**config.mk**
```make
export PLATFORM = sky130hd
export DESIGN_NAME = ffpc_bank_ctrl
export DESIGN_NICKNAME = d
export VERILOG_FILES = /design/src/rtl/ffpc_pkg.sv /design/src/rtl/ffpc_bit.sv /design/src/rtl/ffpc_bank_ctrl.sv
export SDC_FILE = /design/constraint.sdc
export NUM_CORES = 1
export LEC_CHECK = 0
export BUFFER_PORTS_ARGS = -buffer_cell sky130_fd_sc_hd__buf_2
export CAP_MARGIN = 10
export CORE_ASPECT_RATIO = 1.5
export CORE_MARGIN = 1.5
export CORE_UTILIZATION = 44
export CTS_BUF_LIST = sky130_fd_sc_hd__clkbuf_16
export CTS_CLUSTER_SIZE = 8
export DETAILED_ROUTE_END_ITERATION = 6
export PLACE_DENSITY = 0.8
export SYNTH_ARGS = -nofsm -noshare
export SYNTH_HDL_FRONTEND = slang
export SYNTH_SLANG_ARGS = --single-unit
```
**constraint.sdc**
```tcl
create_clock -name clk -period 1.1 [get_ports clk]
set_clock_uncertainty 0.2 [all_clocks]
set_input_delay 0.22 -clock clk [delete_from_list [all_inputs] [get_ports clk]]
set_output_delay 0.22 -clock clk [all_outputs]
set_load 0.01 [all_outputs]
```
**src/rtl/ffpc_pkg.sv**
```systemverilog
// Shared definitions for the preset/clear flop bank controller:
// command encodings, FSM state encoding and the default bank width.
package ffpc_pkg;

  localparam int FFPC_DEFAULT_WIDTH = 8;

  typedef enum logic [1:0] {
    CMD_LOAD   = 2'b00,
    CMD_CLEAR  = 2'b01,
    CMD_PRESET = 2'b10,
    CMD_SHIFT  = 2'b11
  } ffpc_cmd_e;

  typedef enum logic [1:0] {
    ST_IDLE  = 2'b00,
    ST_APPLY = 2'b01,
    ST_ACK   = 2'b10
  } ffpc_state_e;

endpackage

```
**src/rtl/ffpc_bit.sv**
```systemverilog
// One cell of the bank: D flop with synchronous active-low preset and
// clear. Preset wins over clear, clear wins over D.
module ffpc_bit (
  input  logic clk,
  input  logic PR_L,
  input  logic CLR_L,
  input  logic D,
  output logic Q
);

  // Cell update with preset > clear > D priority.
  always_ff @(posedge clk) begin
    if (!PR_L)       Q <= 1'b1;
    else if (!CLR_L) Q <= 1'b0;
    else             Q <= D;
  end

endmodule

```
**src/rtl/ffpc_bank_ctrl.sv**
```systemverilog
// Two-requester controller for a bank of preset/clear flops.
// Handshake: a requester raises req (level) with cmd/data and holds them
// stable until its one-cycle ack; a transaction is accepted only in IDLE,
// q shows the result in the ack cycle, and a req still high afterwards is
// a new transaction. Ties are resolved round-robin.
// Optional feature: define FFPC_BANK_CTRL_OPCNT_EN to add the 8-bit
// ops_cnt output counting completed transactions (wraps 255 -> 0).
module ffpc_bank_ctrl
  import ffpc_pkg::*;
#(
  parameter int WIDTH = FFPC_DEFAULT_WIDTH
) (
  input  logic             clk,
  input  logic             RST_L,
  input  logic             req0,
  input  logic             req1,
  input  logic [1:0]       cmd0,
  input  logic [1:0]       cmd1,
  input  logic [WIDTH-1:0] data0,
  input  logic [WIDTH-1:0] data1,
  output logic             ack0,
  output logic             ack1,
  output logic [WIDTH-1:0] q,
  output logic             busy,
`ifdef FFPC_BANK_CTRL_OPCNT_EN
  output logic [7:0]       ops_cnt,
`endif
  output ffpc_state_e      dbg_state
);

  ffpc_state_e      state_q, state_d;
  logic             gnt_q;       // requester owning the current transaction
  logic             last_q;      // requester served most recently
  ffpc_cmd_e        cmd_q;
  logic [WIDTH-1:0] data_q;
  logic             grant_sel;
  logic             accept;

  logic [WIDTH-1:0] pr_l;
  logic [WIDTH-1:0] clr_l;
  logic [WIDTH-1:0] d;

  assign accept    = (state_q == ST_IDLE) && (req0 || req1);
  // With both requesting, the one not served last wins; otherwise the sole requester.
  assign grant_sel = (req0 && req1) ? ~last_q : req1;

  // Next-state logic.
  always_comb begin
    state_d = state_q;
    case (state_q)
      ST_IDLE:  if (req0 || req1) state_d = ST_APPLY;
      ST_APPLY: state_d = ST_ACK;
      ST_ACK:   state_d = ST_IDLE;
      default:  state_d = ST_IDLE;
    endcase
  end

  // State register plus the captured transaction (taken at the accept edge).
  always_ff @(posedge clk) begin
    if (!RST_L) begin
      state_q <= ST_IDLE;
      gnt_q   <= 1'b0;
      last_q  <= 1'b1;
      cmd_q   <= CMD_LOAD;
      data_q  <= '0;
    end else begin
      state_q <= state_d;
      if (accept) begin
        gnt_q  <= grant_sel;
        last_q <= grant_sel;
        cmd_q  <= grant_sel ? ffpc_cmd_e'(cmd1) : ffpc_cmd_e'(cmd0);
        data_q <= grant_sel ? data1 : data0;
      end
    end
  end

  // Cell controls: hold q except during APPLY; reset clears the bank.
  always_comb begin
    pr_l  = '1;
    clr_l = '1;
    d     = q;
    if (!RST_L) begin
      clr_l = '0;
    end else if (state_q == ST_APPLY) begin
      case (cmd_q)
        CMD_CLEAR:  clr_l = '0;
        CMD_PRESET: pr_l  = '0;
        CMD_LOAD:   d     = data_q;
        CMD_SHIFT: begin
          d    = q << 1;
          d[0] = data_q[0];
        end
        default:    d     = q;
      endcase
    end
  end

  for (genvar i = 0; i < WIDTH; i++) begin : g_bank
    ffpc_bit u_bit (
      .clk   (clk),
      .PR_L  (pr_l[i]),
      .CLR_L (clr_l[i]),
      .D     (d[i]),
      .Q     (q[i])
    );
  end

  assign ack0      = (state_q == ST_ACK) && !gnt_q;
  assign ack1      = (state_q == ST_ACK) &&  gnt_q;
  assign busy      = (state_q != ST_IDLE);
  assign dbg_state = state_q;

`ifdef FFPC_BANK_CTRL_OPCNT_EN
  // Count each ack cycle; natural 8-bit wrap.
  always_ff @(posedge clk) begin
    if (!RST_L)                 ops_cnt <= 8'd0;
    else if (state_q == ST_ACK) ops_cnt <= ops_cnt + 8'd1;
  end
`endif

endmodule

```
==> impl_metrics.toml <==
[status]
status = "finished, violations left"
failed_checks = "negative setup slack"

[pwr]
vdd_drop_max_uv = 931.0
power_density_nw_per_um2 = 1435
p_leak_nw = 0.7501
power_mw = 2.417

[global_route]
use_met2_pct = 37.68
grt_pass1_vias = 1028
grt_max_degree = 18
grt_util_met3_pct = 2.473
gr-max-usage-layer = "met2"
grt_use_total_pct = 20.25
grt_pass1_wl_um = 4471
gr-total-overflow = 0
gr-usage-met1_pct = 21.99
antenna_found_initial = 0

[clock_network]
cts_tree = "yes"
clk_latency_ns = 0.25
clock-sinks = 22
ctsHtreeMaxLevel = 1
clock_path_buffers = 2
clk_pin_slew_worst_paths_ns = 0.06
cts_buffers = 3
clock-root-buffer = "clkbuf_16"
holdBufCountCts = 0

[die]
fp.dieH_um = 65.34
die_area_um2 = 2911
rows = 22
core_area_um2 = 2450
io_pins = 37
die_w_um = 44.56
start_util_pct = 46.53

[route]
wire_per_inst_um = 14.17
ant_nets = 0
drc = 0
dr.first_iter.drc_count = 17
drt-pass1-iter-count = 4
vias_per_cell = 5.616
vias = 1112
routed_wl_um = 2806

[timing]
worst_pin_slew_ns = 0.2556
finalSetupViolCount = 30
final.setup.worst_slack_ns = -0.3370
post-route-min-period_ns = 1.437
rsz0062_at_grt = "yes"
maxSlewHeadroom_pct = 82.96
finalCritPeriodShare_pct = 130.6
holdWs_ns = 0.04019
tns_ns = -5.184
maxSlewViolCount = 0
finalHoldViolCount = 0
fmaxAchievable_mhz = 695.9

[synthesis]
synthAdderAreaFrac_pct = 0
synthCells = 130
synth_compound_area_share_pct = 34.80
synth_cell_types = 23
synth_nets = 154
ys_seq_area_share_pct = 38.64
synthMuxAreaShare_pct = 0
synth_top_family_by_area = "compound AO/OA/AOI/OAI gates"
ys_seq_elements = 22
synth_area_per_cell_um2 = 8.768
yosys_warnings = 0
synthSimpleGateAreaFrac_pct = 15.81
syn_area_um2 = 1140
synth_xor_area_share_pct = 0

[placement]
gp_congestion = 0.7700
dp_hpwl_um = 1845
portBuffers = 36
dp_slack_ns = -0.2952

[cells_and_area]
drive_above_1_share_pct = 56.32
antenna_cells = 0
post-route-util_pct = 68.74
fillers = 186
layout.cells.most_common = "buf_2"
final_nets = 199
most-common-layout-cells = "25 x buf_2, 23 x nand2_1, 17 x buf_6, 12 x buf_4"
area_delta_synth_final_pct = 47.75

[worst_setup_path]
start_kind = "flip-flop"
cp.required_ns = 0.68
end_kind = "output pin"
cp_max_fo = 3
crit_arrival_ns = 1.02
critical_path_class = "reg2out"

[hold_path]
hold_class = "in2reg"

[job]
cap_viol_max_count = 0
cell usage after synthesis:
cell type | n | area share, %
and3_1 | 2 | 1.1
or2_4 | 1 | 0.77
a21bo_2 | 2 | 1.8
o21ai_0 | 9 | 4.0
and2b_1 | 1 | 0.66
clkbuf_1 | 3 | 0.99
a21oi_1 | 12 | 5.3
inv_1 | 2 | 0.66
buf_4 | 9 | 5.9
and2_4 | 1 | 0.77
buf_6 | 1 | 0.99
nor3b_1 | 1 | 0.66
nand2_1 | 29 | 9.5
and3b_1 | 1 | 0.77
dfxtp_1 | 22 | 39
o21bai_1 | 8 | 5.3
buf_2 | 4 | 1.8
clkbuf_2 | 1 | 0.44
a311oi_2 | 10 | 13
a31oi_1 | 8 | 4.4
and2_1 | 1 | 0.55
a21boi_2 | 1 | 0.99
nor2_4 | 1 | 0.99
what timing repair did:
action | in CTS | in global routing
endpoints found under the hold margin | 0 | 0
pin swaps | 5 | 11
gates cloned | 2 | 0
buffers inserted | 9 | 2
gates resized for setup | 31 | 11
setup endpoints to repair | 35 | 35
power by group:
part / total [mW] / leakage [nW] / switching [mW] / internal, mW
clock: 0.755 / 0.0423 / 0.271 / 0.484
combinational: 0.703 / 0.522 / 0.319 / 0.384
sequential: 0.959 / 0.186 / 0.0687 / 0.890
sequential cells by signal, indices dropped and copies added (netlist names):
| signal | flops |
|---|---|
| last_q | 1 |
| data_q | 8 |
| gnt_q | 1 |
| g_bank.u_bit.Q | 8 |
| cmd_q | 2 |
| dbg_state | 2 |
per-stage QoR:
| step | cells | area, um2 |
|---|---|---|
| detailed placement | 181 | 1351 |
| global route | 198 | 1684 |
| CTS | 196 | 1630 |
| global placement | 181 | 1351 |
| floorplan | 130 | 1169 |
| finish | 198 | 1684 |
worst max-delay path, stage by stage (launching register included):
cell	delay, ns
dfxtp_2	0.34
buf_6	0.12
and3b_1	0.19
buf_2	0.12
cell families (layout without fill, tap and decap cells):
group / count (synthesis) / count (layout)
buffers and inverters: 20 / 63
and+or+nand+nor: 38 / 39
AOI/OAI and AO/OA: 50 / 50
DFF: 22 / 22
final timing paths:
| kind | from | endpoint | slack [ns] | depth (start not counted) |
|---|---|---|---|---|
| hold / removal | data1[3] | data_q[3] | 0.04 | 3 |
| setup / recovery | dbg_state[0] | ack1 | -0.34 | 3 |
| setup reg to reg | dbg_state[0] | data_q[5] | -0.26 | 5 |
| hold reg to reg | data_q[0] | g_bank[0].u_bit.Q | 0.29 | 2 |
per-layer routing:
metal	vias up	routed length (um)
met4	0	37
met2	39	1587
met1	519	1073
met3	8	107
li1	546	-
met5	-	0
layout make-up:
| cell class | count | area (um2) | share of cell area [%] |
|---|---|---|---|
| timing repair buffer | 57 | 466.7 | 27.71 |
| multi-input combinational | 89 | 639.4 | 37.96 |
| clock inverter | 1 | 3.754 | 0.2229 |
| clock buffer | 3 | 75.07 | 4.458 |
| tap | 24 | 30.03 | 1.783 |
| sequential | 22 | 459.2 | 27.27 |
| inverter | 2 | 10.01 | 0.5944 |
(Power assumes the default switching activity.)
